[src/rtl/ooo_types_pkg.sv]
// rtl/ooo_types_pkg.sv - shared fetch-side types and constants
package ooo_types_pkg;

  typedef enum logic [1:0] {
    IDLE,
    REQ,
    WAIT,
    DISCARD
  } fetch_state_t;

  typedef struct packed {
    logic [31:0] pc;
    logic [31:0] instr;
  } iq_entry_t;

  localparam logic [31:0] RESET_PC_DEFAULT = 32'h1eceb000;

  // Fetch addresses are word aligned; the low bits of a redirect target are dropped.
  function automatic logic [31:0] align_pc(input logic [31:0] addr);
    return {addr[31:2], 2'b00};
  endfunction

endpackage

[src/rtl/fetch_unit.sv]
// rtl/fetch_unit.sv - PC owner and imem requester feeding the instruction queue
module fetch_unit
  import ooo_types_pkg::*;
#(
  parameter logic [31:0] RESET_PC = RESET_PC_DEFAULT,
  parameter int          IQ_WIDTH = 64
) (
  input  logic                clk,
  input  logic                rst,
  output logic [31:0]         imem_addr,
  output logic [3:0]          imem_rmask,
  input  logic [31:0]         imem_rdata,
  input  logic                imem_resp,
  input  logic                iq_full,
  output logic                iq_push,
  output logic [IQ_WIDTH-1:0] iq_wdata,
  input  logic                redirect_valid,
  input  logic [31:0]         redirect_pc
);

  fetch_state_t state;
  logic [31:0]  pc;
  logic         req_live;
  logic         accept;
  iq_entry_t    entry;

  // REQ only exposes the request once the queue has room, so an issued request
  // always has a free slot waiting for its response.
  always_comb begin
    req_live    = (state == WAIT) || (state == DISCARD) || ((state == REQ) && !iq_full);
    accept      = req_live && (state != DISCARD) && imem_resp && !redirect_valid;
    entry.pc    = pc;
    entry.instr = imem_rdata;
  end

  assign imem_addr  = pc;
  assign imem_rmask = req_live ? 4'hF : 4'h0;
  assign iq_push    = accept;
  assign iq_wdata   = accept ? IQ_WIDTH'(entry) : '0;

  // Fetch FSM and PC register; a redirect always wins over the response in the same cycle.
  always_ff @(posedge clk) begin
    if (rst) begin
      pc    <= RESET_PC;
      state <= IDLE;
    end else begin
      case (state)
        IDLE: begin
          if (redirect_valid) begin
            pc <= align_pc(redirect_pc);
          end else if (!iq_full) begin
            state <= REQ;
          end
        end
        REQ, WAIT: begin
          if ((state == REQ) && iq_full) begin
            // No request was exposed, so there is nothing to discard.
            if (redirect_valid) pc <= align_pc(redirect_pc);
            state <= IDLE;
          end else if (redirect_valid) begin
            pc    <= align_pc(redirect_pc);
            state <= imem_resp ? IDLE : DISCARD;
          end else if (imem_resp) begin
            pc    <= pc + 32'd4;
            state <= iq_full ? IDLE : REQ;
          end else begin
            state <= WAIT;
          end
        end
        DISCARD: begin
          if (redirect_valid) pc <= align_pc(redirect_pc);
          if (imem_resp) state <= IDLE;
        end
        default: state <= IDLE;
      endcase
    end
  end

endmodule
[config.mk]
export PLATFORM = sky130hd
export DESIGN_NAME = fetch_unit
export DESIGN_NICKNAME = d
export VERILOG_FILES = /design/src/rtl/ooo_types_pkg.sv /design/src/rtl/fetch_unit.sv
export SDC_FILE = /design/constraint.sdc
export NUM_CORES = 1
export LEC_CHECK = 0
export BUFFER_PORTS_ARGS = -buffer_cell sky130_fd_sc_hd__clkbuf_2
export CAP_MARGIN = 0
export CORE_MARGIN = 2
export CORE_UTILIZATION = 40
export CTS_CLUSTER_DIAMETER = 100
export DETAILED_ROUTE_END_ITERATION = 10
export PLACE_DENSITY = 0.87
export SYNTH_ARGS = -nofsm -noshare
export SYNTH_HDL_FRONTEND = slang
export SYNTH_SLANG_ARGS = --single-unit
[constraint.sdc]
create_clock -name clk -period 2.6 [get_ports clk]
set_input_delay 0.52 -clock clk [delete_from_list [all_inputs] [get_ports clk]]
set_output_delay 0.52 -clock clk [all_outputs]
set_load 0.1 [all_outputs]
==> reports/metrics.cfg <==
[layout]
area_delta_synth_final_pct = 94.4
utilization = 0.794
layout.nets = 582
drive_gt1_frac = 0.543
num_antenna_cells = 0
stdcell_count = 585
layout_commonest_cell = clkbuf_2
mostFrequentLayoutCells = clkbuf_2, buf_12, and2_4

[grt]
grt.overflow.total = 0
grt_pass1_wl_mm = 18.2
antenna_found_initial = 0
grt_max_degree = 32
grtUsageTotal = 0.325
first_global_vias = 3421

[sta]
worst_slew_pin_slew_ps = 565
finalWorstSetupSlack_ps = -88.6
whs_ps = 464
rsz0062_at_grt = true
setup_viol_count_final = 64
period_minus_slack_ps = 2690
hold_viol = 0
fmax_mhz = 372
fin_setup_tns_ps = -2660
timing.final.crit_share = 1.03
max_slew_margin = 0.625
slew_violations = 0
skew_ps = 8.02

[worst_hold_path]
hold_class = input pin to flop

[setup_path]
critPathLaunchType = flop
cp_cell_sequence = inv_4, ha_4, inv_4, nor3_4, a21oi_2, nor3b_2, buf_4, buf_6, clkbuf_16, and2_4, buf_12
critical_path_arrival_ps = 2170
path_class = flop to primary output
slowest_delay_ps = 380
cp_slowest_cell = dfxtp_4
end_kind = primary output
worstPathMaxFanout = 8
crit_path_frequent_cell = inv_4
critical_path_required_ps = 2080
path_buf_inv = 6
critPathTopFamily = buffers and inverters

[synth]
synth_enable_flop_cells = 0
synthCells = 338
synth_seq_cells = 34
ys_seq_area_frac = 0.267
netlist_area_mm2 = 0.00255
syn_nets = 412
synthArstFlopShare = 0
yosysUniqueCellTypes = 46
ys.flop_type = dfxtp_1
syn_avg_cell_area_um2 = 7.54
yosysWarnings = 0

[route]
routed_wl_mm = 14.2
remaining_drc_errors = 0
ant_nets = 0
vias = 3803
avgViaCountPerCell = 6.50
wl_per_cell_um = 24.3
drt_first_pass_iters = 7
first_iter_violations = 640

[clock_tree]
numCtsBuffers = 5
root_buffer = clkbuf_8
clk_latency_ps = 300
htree_levels = 2
cts.sinks = 34
hold_buffers = 0
clk_pin_slew_ps = 70
clockBufferDepth = 2
cts_tree = done

[floorplan]
dieArea_mm2 = 0.00703
fp.dieW_um = 83.8
placeableCoreArea_mm2 = 0.00624
start_util = 0.408
die_y_um = 83.8
rows = 29
io_pins = 170

[outcome]
status = finished with violations
violations = setup timing

[placement]
dp_hpwl_mm = 7.79
post-place-ws_ps = 128
dp_cells = 561
place.port_buffers = 167
place.gp.congestion = 0.944

[pwr]
p_comb_frac = 0.478
irDropWorstVdd_uv = 324
p_switching_mw = 0.920
seqPwrFrac = 0.323
p_leak_nw = 2.11
power.share.clock = 0.200
switching_share = 0.479
p_int_mw = 0.999
power_density_mw_per_mm2 = 387

[flow_run]
drv_cap = 0

[power by group through the flow]
stage                     Combinational [mW]  Sequential, mW  Clock (mW)
after floorplan                        0.380           0.826           0
after global placement                 0.795           0.616           0
after detailed placement               0.811           0.619           0
after CTS                              0.841           0.610       0.368
after global routing                   0.943           0.621       0.398
final                                  0.917           0.619       0.383
[registers in the layout, summed over array words and instances (netlist names)]
register,count
imem_addr,32
state,2
[repair_timing]
item / CTS / global route
resized for setup: 18 / 63
endpoints found under the hold margin: 0 / 0
buffers inserted: 5 / 5
cloned: 3 / 4
pin swaps: 1 / 28
setup endpoints to repair: 64 / 66
[path summary, 6_finish.rpt]
path	startpoint	endpoint	slack, ps	cells past startpoint
max	state[1]	iq_wdata[55]	-90	11
min reg2reg	state[0]	state[0]	540	2
min	redirect_pc[2]	imem_addr[2]	460	3
max reg2reg	state[1]	imem_addr[31]	20	8
[stage by stage]
step	total power [mW]	area [um2]
2_1_floorplan	1.21	2640
3_3_place_gp	1.41	4480
3_5_place_dp	1.43	4480
4_1_cts	1.82	4710
5_1_grt	1.96	4950
6_report	1.92	4950
[synthesized netlist by cell type (all sizes together) (9+ instances only)]
| cell | n | area (um2) |
|---|---|---|
| nor3 | 18 | 90.1 |
| dfxtp | 34 | 681 |
| and3 | 10 | 62.6 |
| xnor2 | 10 | 87.6 |
| nor4 | 9 | 56.3 |
| nor2 | 19 | 71.3 |
| nand3 | 12 | 82.6 |
| nand2 | 28 | 105 |
| and2 | 69 | 432 |
| o21ai | 19 | 95.1 |
| clkbuf | 20 | 77.6 |
| a21oi | 11 | 55.1 |
[area by class of cell]
type / instances / area [um2]
multi-input cells: 270 / 1910
well taps: 77 / 96.3
fillers: 306 / 1290
repair buffers: 190 / 2160
inverters: 7 / 31.3
clock buffers: 7 / 76.3
flip-flops and latches: 34 / 686
[logic make-up after synthesis]
logic type | Yosys count | synth area share
xor+xnor | 14 | 0.0481
simple gates | 191 | 0.436
mux | 1 | 0.00393
compound gates | 59 | 0.161
fa+ha+maj | 5 | 0.0245
flops | 34 | 0.267
buf+inv | 34 | 0.0594
[per-layer routing]
metal	GRT usage	wire [um]	vias up
met5	0	0	-
met4	0.147	1260	0
met3	0.0801	1660	141
met2	0.593	6760	405
met1	0.351	4540	1722
li1	-	-	1535
[worst min-delay path, stage by stage]
cell,delay [ps]
clkbuf_2,80
nand2_1,50
a21oi_1,50
Note: power is estimated with default switching activity, not from simulation.
